`src/rtl/sao_stat_ctb_acc.sv`:
```
// Per-category SAO statistics accumulator for one CTB: sums 4-pixel diff partials and hit counts.
// Optional macro SAO_STAT_ACC_SAT_EN: saturate sums instead of two's-complement wrap.
module sao_stat_ctb_acc #(
    parameter int diff_clip_bit = 4,
    parameter int n_cate        = 5,
    parameter int acc_bit       = 18,
    parameter int cnt_bit       = 13
) (
    input  logic                             clk,
    input  logic                             arst_n,
    input  logic                             ctb_start,
    input  logic                             in_valid,
    input  logic                             in_last,
    input  logic signed [diff_clip_bit+2:0]  s41 [n_cate],
    input  logic        [2:0]                n41 [n_cate],
    output logic                             in_ready,
    output logic                             out_valid,
    input  logic                             out_ready,
    output logic signed [acc_bit-1:0]        sum_out [n_cate],
    output logic        [cnt_bit-1:0]        cnt_out [n_cate],
    output logic                             ovf
);

    typedef enum logic [1:0] {IDLE, ACC, DONE} state_t;

    state_t state, state_nxt;
    logic   load;
    logic   acc_en;

    // NOTE: every always_comb output gets a default first, so no path leaves it unassigned and no latch is inferred.
    always_comb begin
        state_nxt = state;
        load      = 1'b0;
        acc_en    = 1'b0;
        case (state)
            IDLE: if (ctb_start) load = 1'b1;
            ACC: begin
                if (ctb_start) begin
                    load = 1'b1;
                end else if (in_valid) begin
                    acc_en = 1'b1;
                    if (in_last) state_nxt = DONE;
                end
            end
            DONE: begin
                if (out_ready) begin
                    state_nxt = IDLE;
                    if (ctb_start) load = 1'b1;
                end
            end
            default: state_nxt = IDLE;
        endcase
        // A clear also takes the same-cycle beat as its start value.
        if (load) state_nxt = (in_valid && in_last) ? DONE : ACC;
    end

    assign in_ready  = (state == ACC);
    assign out_valid = (state == DONE);

    localparam logic signed [acc_bit-1:0] sum_max = {1'b0, {(acc_bit-1){1'b1}}};
    localparam logic signed [acc_bit-1:0] sum_min = {1'b1, {(acc_bit-1){1'b0}}};

    logic signed [acc_bit-1:0] base_s  [n_cate];
    logic signed [acc_bit-1:0] add_s   [n_cate];
    logic signed [acc_bit-1:0] raw_s   [n_cate];
    logic signed [acc_bit-1:0] sum_nxt [n_cate];
    logic        [cnt_bit:0]   raw_c   [n_cate];
    logic        [cnt_bit-1:0] cnt_nxt [n_cate];
    logic                      ovf_hit;
    logic                      ovf_nxt;

    always_comb begin
        ovf_hit = 1'b0;
        for (int i = 0; i < n_cate; i++) begin
            base_s[i]  = load ? '0 : sum_out[i];
            add_s[i]   = in_valid ? acc_bit'(s41[i]) : '0;
            raw_s[i]   = base_s[i] + add_s[i];
            sum_nxt[i] = raw_s[i];
            if ((base_s[i][acc_bit-1] == add_s[i][acc_bit-1]) &&
                (raw_s[i][acc_bit-1] != base_s[i][acc_bit-1])) begin
                ovf_hit = 1'b1;
`ifdef SAO_STAT_ACC_SAT_EN
                sum_nxt[i] = base_s[i][acc_bit-1] ? sum_min : sum_max;
`else
                sum_nxt[i] = raw_s[i];
`endif
            end
            raw_c[i]   = {1'b0, (load ? '0 : cnt_out[i])} + (cnt_bit+1)'(in_valid ? n41[i] : 3'd0);
            cnt_nxt[i] = raw_c[i][cnt_bit-1:0];
            if (raw_c[i][cnt_bit]) begin
                ovf_hit    = 1'b1;
                cnt_nxt[i] = '1;
            end
        end
        ovf_nxt = (ovf && !load) || ovf_hit;
    end

    // NOTE: the accumulators are reset because they drive the outputs directly and must read 0 after reset.
    always_ff @(posedge clk or negedge arst_n) begin
        if (!arst_n) begin
            state   <= IDLE;
            sum_out <= '{default: '0};
            cnt_out <= '{default: '0};
            ovf     <= 1'b0;
        end else begin
            // NOTE: sequential state uses non-blocking assignments so all registers update from pre-edge values.
            state <= state_nxt;
            if (load || acc_en) begin
                sum_out <= sum_nxt;
                cnt_out <= cnt_nxt;
                ovf     <= ovf_nxt;
            end
        end
    end

endmodule

```
`config.mk`:
```
export PLATFORM = sky130hd
export DESIGN_NAME = sao_stat_ctb_acc
export DESIGN_NICKNAME = d
export VERILOG_FILES = /design/src/rtl/sao_stat_ctb_acc.sv
export SDC_FILE = /design/constraint.sdc
export NUM_CORES = 1
export LEC_CHECK = 0
export ABC_AREA = 1
export BUFFER_PORTS_ARGS = -buffer_cell sky130_fd_sc_hd__buf_2
export CORE_MARGIN = 2
export CORE_UTILIZATION = 60
export CTS_CLUSTER_DIAMETER = 200
export DETAILED_ROUTE_END_ITERATION = 10
export PLACE_DENSITY = 0.84
export SYNTH_ARGS = -nofsm -noshare
export SYNTH_HDL_FRONTEND = slang
export SYNTH_SLANG_ARGS = --single-unit
export TNS_END_PERCENT = 30
```
`constraint.sdc`:
```
create_clock -name clk -period 5.6 [get_ports clk]
set_clock_uncertainty 0.15 [all_clocks]
set_input_delay 1.12 -clock clk [delete_from_list [all_inputs] [get_ports clk]]
set_output_delay 1.12 -clock clk [all_outputs]
set_load 0.05 [all_outputs]
```
==> flow_summary.yaml, run 1 <==
status:
  status: "completed"
global_route:
  grt-ovfl-total: 0
  grt_use_met2: 0.499
  use_met1: 0.418
  grt_start_max_net_pins: 117
  grt_util_all_layers: 0.305
  use_met3: 0.0461
  grt_pass1_wl_um: 56900
  first_global_vias: 12200
  grt-busiest-layer: "met2"
  antenna_found_initial: 0
clock_tree:
  clkSlewWorstSetupHoldPaths_ns: 0.06
  ctsHoldBuffers: 0
  cts_tree: "done"
  numCtsBuffers: 17
  cts_root_buf: "clkbuf_16"
  cts_setup_buffers: 0
  insertion_delay_ns: 0.43
  htree_num_levels: 4
  clk_path_buf_depth: 2
  cts_resized: 0
  clock-sinks: 158
worst_setup_path:
  cp_common_cell: "nand2_1"
  cp_slowest_cell: "buf_4"
  end_kind: "flip-flop"
  critPathRequiredTime_ns: 5.76
  regToRegSetupSlack_ns: 2.00
  cp_cell_sequence: "buf_2 -> inv_1 -> nand2_1 -> nand3_4 -> buf_4 -> buf_4 -> nand2_1 -> inv_1 -> ha_1 -> nand2_1 -> nand2_1 -> nor2_1 -> nor2_1 -> nand2_2 -> nor2_4 -> nand4_1 -> nand3_1 -> nor2_1 -> nand3_1 -> nor2_1 -> nand3_1 -> nand2_1 -> nand2_1"
  max_stage_delay_ns: 0.40
  cp-start-kind: "input pin"
  crit_fanout: 38
  arrival_ns: 4.16
  critPathKind: "input pin to flip-flop"
timing:
  whs_ns: 0.337
  slew-limit-headroom: 0.212
  max_clock_freq_ghz: 0.250
  rsz0062_at_grt: "no"
  setup_slack_ns: 1.60
  tightest_slew_ns: 1.18
  drv_slew: 0
  finalSetupViolations: 0
  min_period_ns: 4.00
  hold_violations: 0
  setup_tns_ns: 0
  period_share: 0.714
route:
  first_pass_iters: 5
  vias_per_cell: 5.46
  drt_first_iter_violations: 887
  finalWirelength_um: 34900
  route.detailed.drc: 0
  ant_nets: 0
  vias: 13100
  routedWlPerCell_um: 14.6
power:
  max-vdd-ir-drop_uv: 333
  fin_total_pwr_mw: 6.19
  p_leak_nw: 8.84
  power.density_nw_per_um2: 415
cells_and_area:
  syn2layout_area_growth_pct: 13.8
  final_area_um2: 14900
  fillers: 1825
  nets: 2267
  fin_util: 0.689
  diodes: 0
  fin_cells: 2394
  drive_gt1_frac: 0.150
logic_synthesis:
  ys_types: 54
  synth_common_cells: "600 x nand2_1, 269 x inv_1, 184 x o21ai_0"
  synth_edf_count: 0
  synth_nets: 2081
  yosys_most_used_dff: "dfrtp_1"
  netlist_instances: 1915
  synth.ff_latch_count: 158
  yosysTopAreaCell: "dfrtp_1"
  synth.area.top_cells: "dfrtp_1 30%, nand2_1 17%, ha_1 9.6%"
  synth.most_common_cell: "nand2_1"
  yosysSeqAreaShare: 0.302
  yosys_warnings: 0
  syn_area_um2: 13100
  async_flop_share: 1.00
  syn_area_per_cell_um2: 6.84
  synth_top_area_share: 0.302
placed_design:
  gp_congestion: 0.990
  place_area_um2: 14300
  hpwl_um: 25300
  place_inst: 2362
  port_buffers: 213
  dp_slack_ns: 1.16
die:
  rows: 54
  die_w_um: 152
  die_area_um2: 23000
  core_um2: 21600
  die_h_um: 152
  ioPinCount: 214
  start_util: 0.606
min_path:
  hold_class: "flip-flop to flip-flop"
run:
  cap_violations: 0
worst max-delay path, delay by kind of cell:
family / cells / cell delay [ns]
buffers and inverters: 5 / 0.80
adders and majority gates: 1 / 0.32
and+or+nand+nor: 17 / 1.89
cells in the final DEF, fill, tap and decap left out, types with 4 or more instances in the layout:
master	Yosys	routed
a21o_1	12	12
a21oi_1	128	128
a31oi_1	7	7
buf_2	31	212
buf_4	1	11
clkbuf_16	0	17
clkinv_4	0	5
dfrtp_1	158	158
fa_1	10	10
ha_1	100	100
inv_1	269	269
nand2_1	600	599
nand2_2	11	11
nand3_1	76	76
nand4_1	17	17
nor2_1	103	103
nor2_2	13	13
nor2_4	5	5
nor3_1	9	9
nor4_1	5	5
o21ai_0	184	184
o21ai_1	17	17
o21bai_1	7	7
o22ai_1	10	10
o31ai_1	4	4
or2_2	4	4
xnor2_1	30	30
xor2_1	35	35
path summary, 6_finish.rpt:
| check | start | end | cells past startpoint |
|---|---|---|---|
| min in group asynchronous | arst_n | sum_out[84] | 1 |
| setup reg to reg | state[1] | ovf | 21 |
| hold / removal | ovf | ovf | 2 |
| setup / recovery | out_ready | ovf | 23 |
| hold reg to reg | ovf | ovf | 2 |
| max in group asynchronous | arst_n | cnt_out[19] | 2 |
routing by layer:
layer  up-vias  wire, µm
met1      6018     15500
met2       459     15900
li1       6544         -
met3        59      2780
met5         -         0
met4         0       740
state kept, by name, summed over array words and instances, names as in the netlist:
register  cells
sum_out      90
ovf           1
cnt_out      65
state         2
area by class of cell:
cell class	count	area [µm²]	share of cell area
clock inverter	12	138	0.00924
multi-input combinational	1425	7800	0.524
sequential	158	3950	0.265
tap	280	350	0.0235
clock buffer	20	447	0.0300
timing repair buffer	225	1170	0.0789
inverter	274	1030	0.0693
power breakdown:
part           switching, mW  internal (mW)
sequential             0.291           1.47
combinational           2.41          0.837
clock                  0.507          0.673
kinds of logic (layout without fill, tap and decap cells):
family | Yosys count | after routing | synth area share
xor gates and xnor gates | 65 | 65 | 0.0435
AOI/OAI and AO/OA | 383 | 383 | 0.156
adders and majority gates | 110 | 110 | 0.111
DFF | 158 | 158 | 0.302
and+or+nand+nor | 867 | 867 | 0.284
buffers and inverters | 332 | 531 | 0.103
No activity file was read; power rests on OpenSTA's default activity.
==> run 2, diff against run 1 <==
- CORE_UTILIZATION: 60 -> 58
- PLACE_DENSITY: 0.84 -> 0.82
- clock period: 5.6 -> 3.75 ns (I/O delays scaled with it)
==> flow_summary.yaml, run 2 (synthesized netlist as in run 1, its figures left out) <==
cells_and_area:
  max_flop_register: "sum_out"
  mostFrequentLayoutCells: "599 x nand2_1, 269 x inv_1, 212 x buf_2"
  drive_gt1_frac: 0.157
  fillers: 1926
  syn2layout_area_growth_pct: 14.7
  largest_reg_flops: 90
  top_regs: "sum_out (90), cnt_out (65), state (2)"
  diodes: 0
  nets: 2280
  final_common_cell: "nand2_1"
die:
  ioPinCount: 214
  die_area_um2: 23800
  core_um2: 22000
  rows: 54
  start_util: 0.595
  die_w_um: 154
  die_h_um: 154
worst_setup_path:
  cp-start-kind: "input pin"
  regToRegSetupSlack_ns: 0.51
  crit_start: "in_valid"
  arrival_ns: 3.43
  critPathKind: "input pin to flip-flop"
  critPathRequiredTime_ns: 3.93
  end_kind: "flip-flop"
  r2r-start: "state[1]"
  crit_fanout: 16
placed_design:
  hpwl_um: 25400
  port_buffers: 213
  gp_congestion: 0.940
clock_tree:
  clkSlewWorstSetupHoldPaths_ns: 0.07
  htree_num_levels: 4
  cts_resized: 0
  cts_setup_buffers: 0
  insertion_delay_ns: 0.43
  numCtsBuffers: 17
  clk_path_buf_depth: 2
  ctsHoldBuffers: 0
  clock-sinks: 158
  cts_tree: "done"
  cts_root_buf: "clkbuf_16"
route:
  vias_per_cell: 5.45
  drt_first_iter_violations: 916
  vias: 13100
  first_pass_iters: 8
  finalWirelength_um: 34500
  routedWlPerCell_um: 14.4
  ant_nets: 0
  route.detailed.drc: 0
timing:
  tightest_slew_ns: 0.703
  hold_violations: 0
  period_share: 0.866
  max_clock_freq_ghz: 0.308
  slew-limit-headroom: 0.531
  min_period_ns: 3.25
  finalSetupViolations: 0
  drv_slew: 0
  setup_tns_ns: 0
  rsz0062_at_grt: "no"
status:
  status: "completed"
global_route:
  grt_util_all_layers: 0.292
  grt_pass1_wl_um: 57600
  first_global_vias: 12300
  grt_start_max_net_pins: 130
  antenna_found_initial: 0
  grt-ovfl-total: 0
power:
  p_leak_nw: 8.91
  power.density_nw_per_um2: 611
  max-vdd-ir-drop_uv: 550
  fin_total_pwr_mw: 9.18
min_path:
  hold_class: "input pin to async pin"
run:
  cap_violations: 0
[run 2: per-layer routing]
layer  GRT usage  part of all wire
met5           0                 0
met4      0.0904             0.023
met3      0.0457             0.069
met2       0.496              0.47
met1       0.386              0.44
[run 2: critical path: stages]
cell,delay (ns)
buf_2,0.35
buf_4,0.23
buf_4,0.16
nand2_1,0.06
inv_1,0.06
ha_1,0.26
a21oi_1,0.19
o21ai_0,0.13
a21oi_1,0.21
o21bai_1,0.17
a21oi_1,0.34
o21ai_0,0.17
nand2_1,0.10
nand2_1,0.05
o21ai_0,0.20
[run 2: area by class of cell]
| cell class | instances | area (µm²) | area share |
|---|---|---|---|
| clock buffer | 18 | 439 | 0.0292 |
| clock inverter | 14 | 106 | 0.00708 |
| inverter | 274 | 1030 | 0.0687 |
| multi-input combinational | 1425 | 7810 | 0.520 |
| sequential | 158 | 3950 | 0.263 |
| tap | 280 | 350 | 0.0233 |
| timing repair buffer | 238 | 1340 | 0.0889 |
[run 2: power by group]
part           leakage (nW)  internal [mW]  total [mW]  switching, mW
sequential             2.05           2.20        2.64          0.440
combinational          6.60           1.28        4.89           3.61
clock                 0.260          0.875        1.65          0.777
total                  8.91           4.35        9.18           4.82
[run 2: through the flow]
| step | instance area [µm²] | std cells | utilization | setup slack (ns) | hold slack [ns] |
|---|---|---|---|---|---|
| after floorplan | 13100 | 1915 | - | 0.0181 | 0.304 |
| after global placement | 14500 | 2375 | 0.657 | 0.219 | 0.310 |
| after detailed placement | 14500 | 2375 | 0.657 | 0.187 | 0.326 |
| after CTS | 15000 | 2407 | 0.682 | 0.609 | 0.221 |
| after global routing | 15000 | 2407 | 0.682 | 0.266 | 0.248 |
| final | 15000 | 2407 | 0.682 | 0.503 | 0.188 |
[run 2: final timing paths]
check | depth (start not counted) | end
hold reg to reg | 2 | ovf
max in group asynchronous | 2 | sum_out[70]
hold / removal | 1 | cnt_out[13]
min in group clk | 2 | ovf
setup / recovery | 15 | sum_out[83]
setup reg to reg | 15 | sum_out[83]
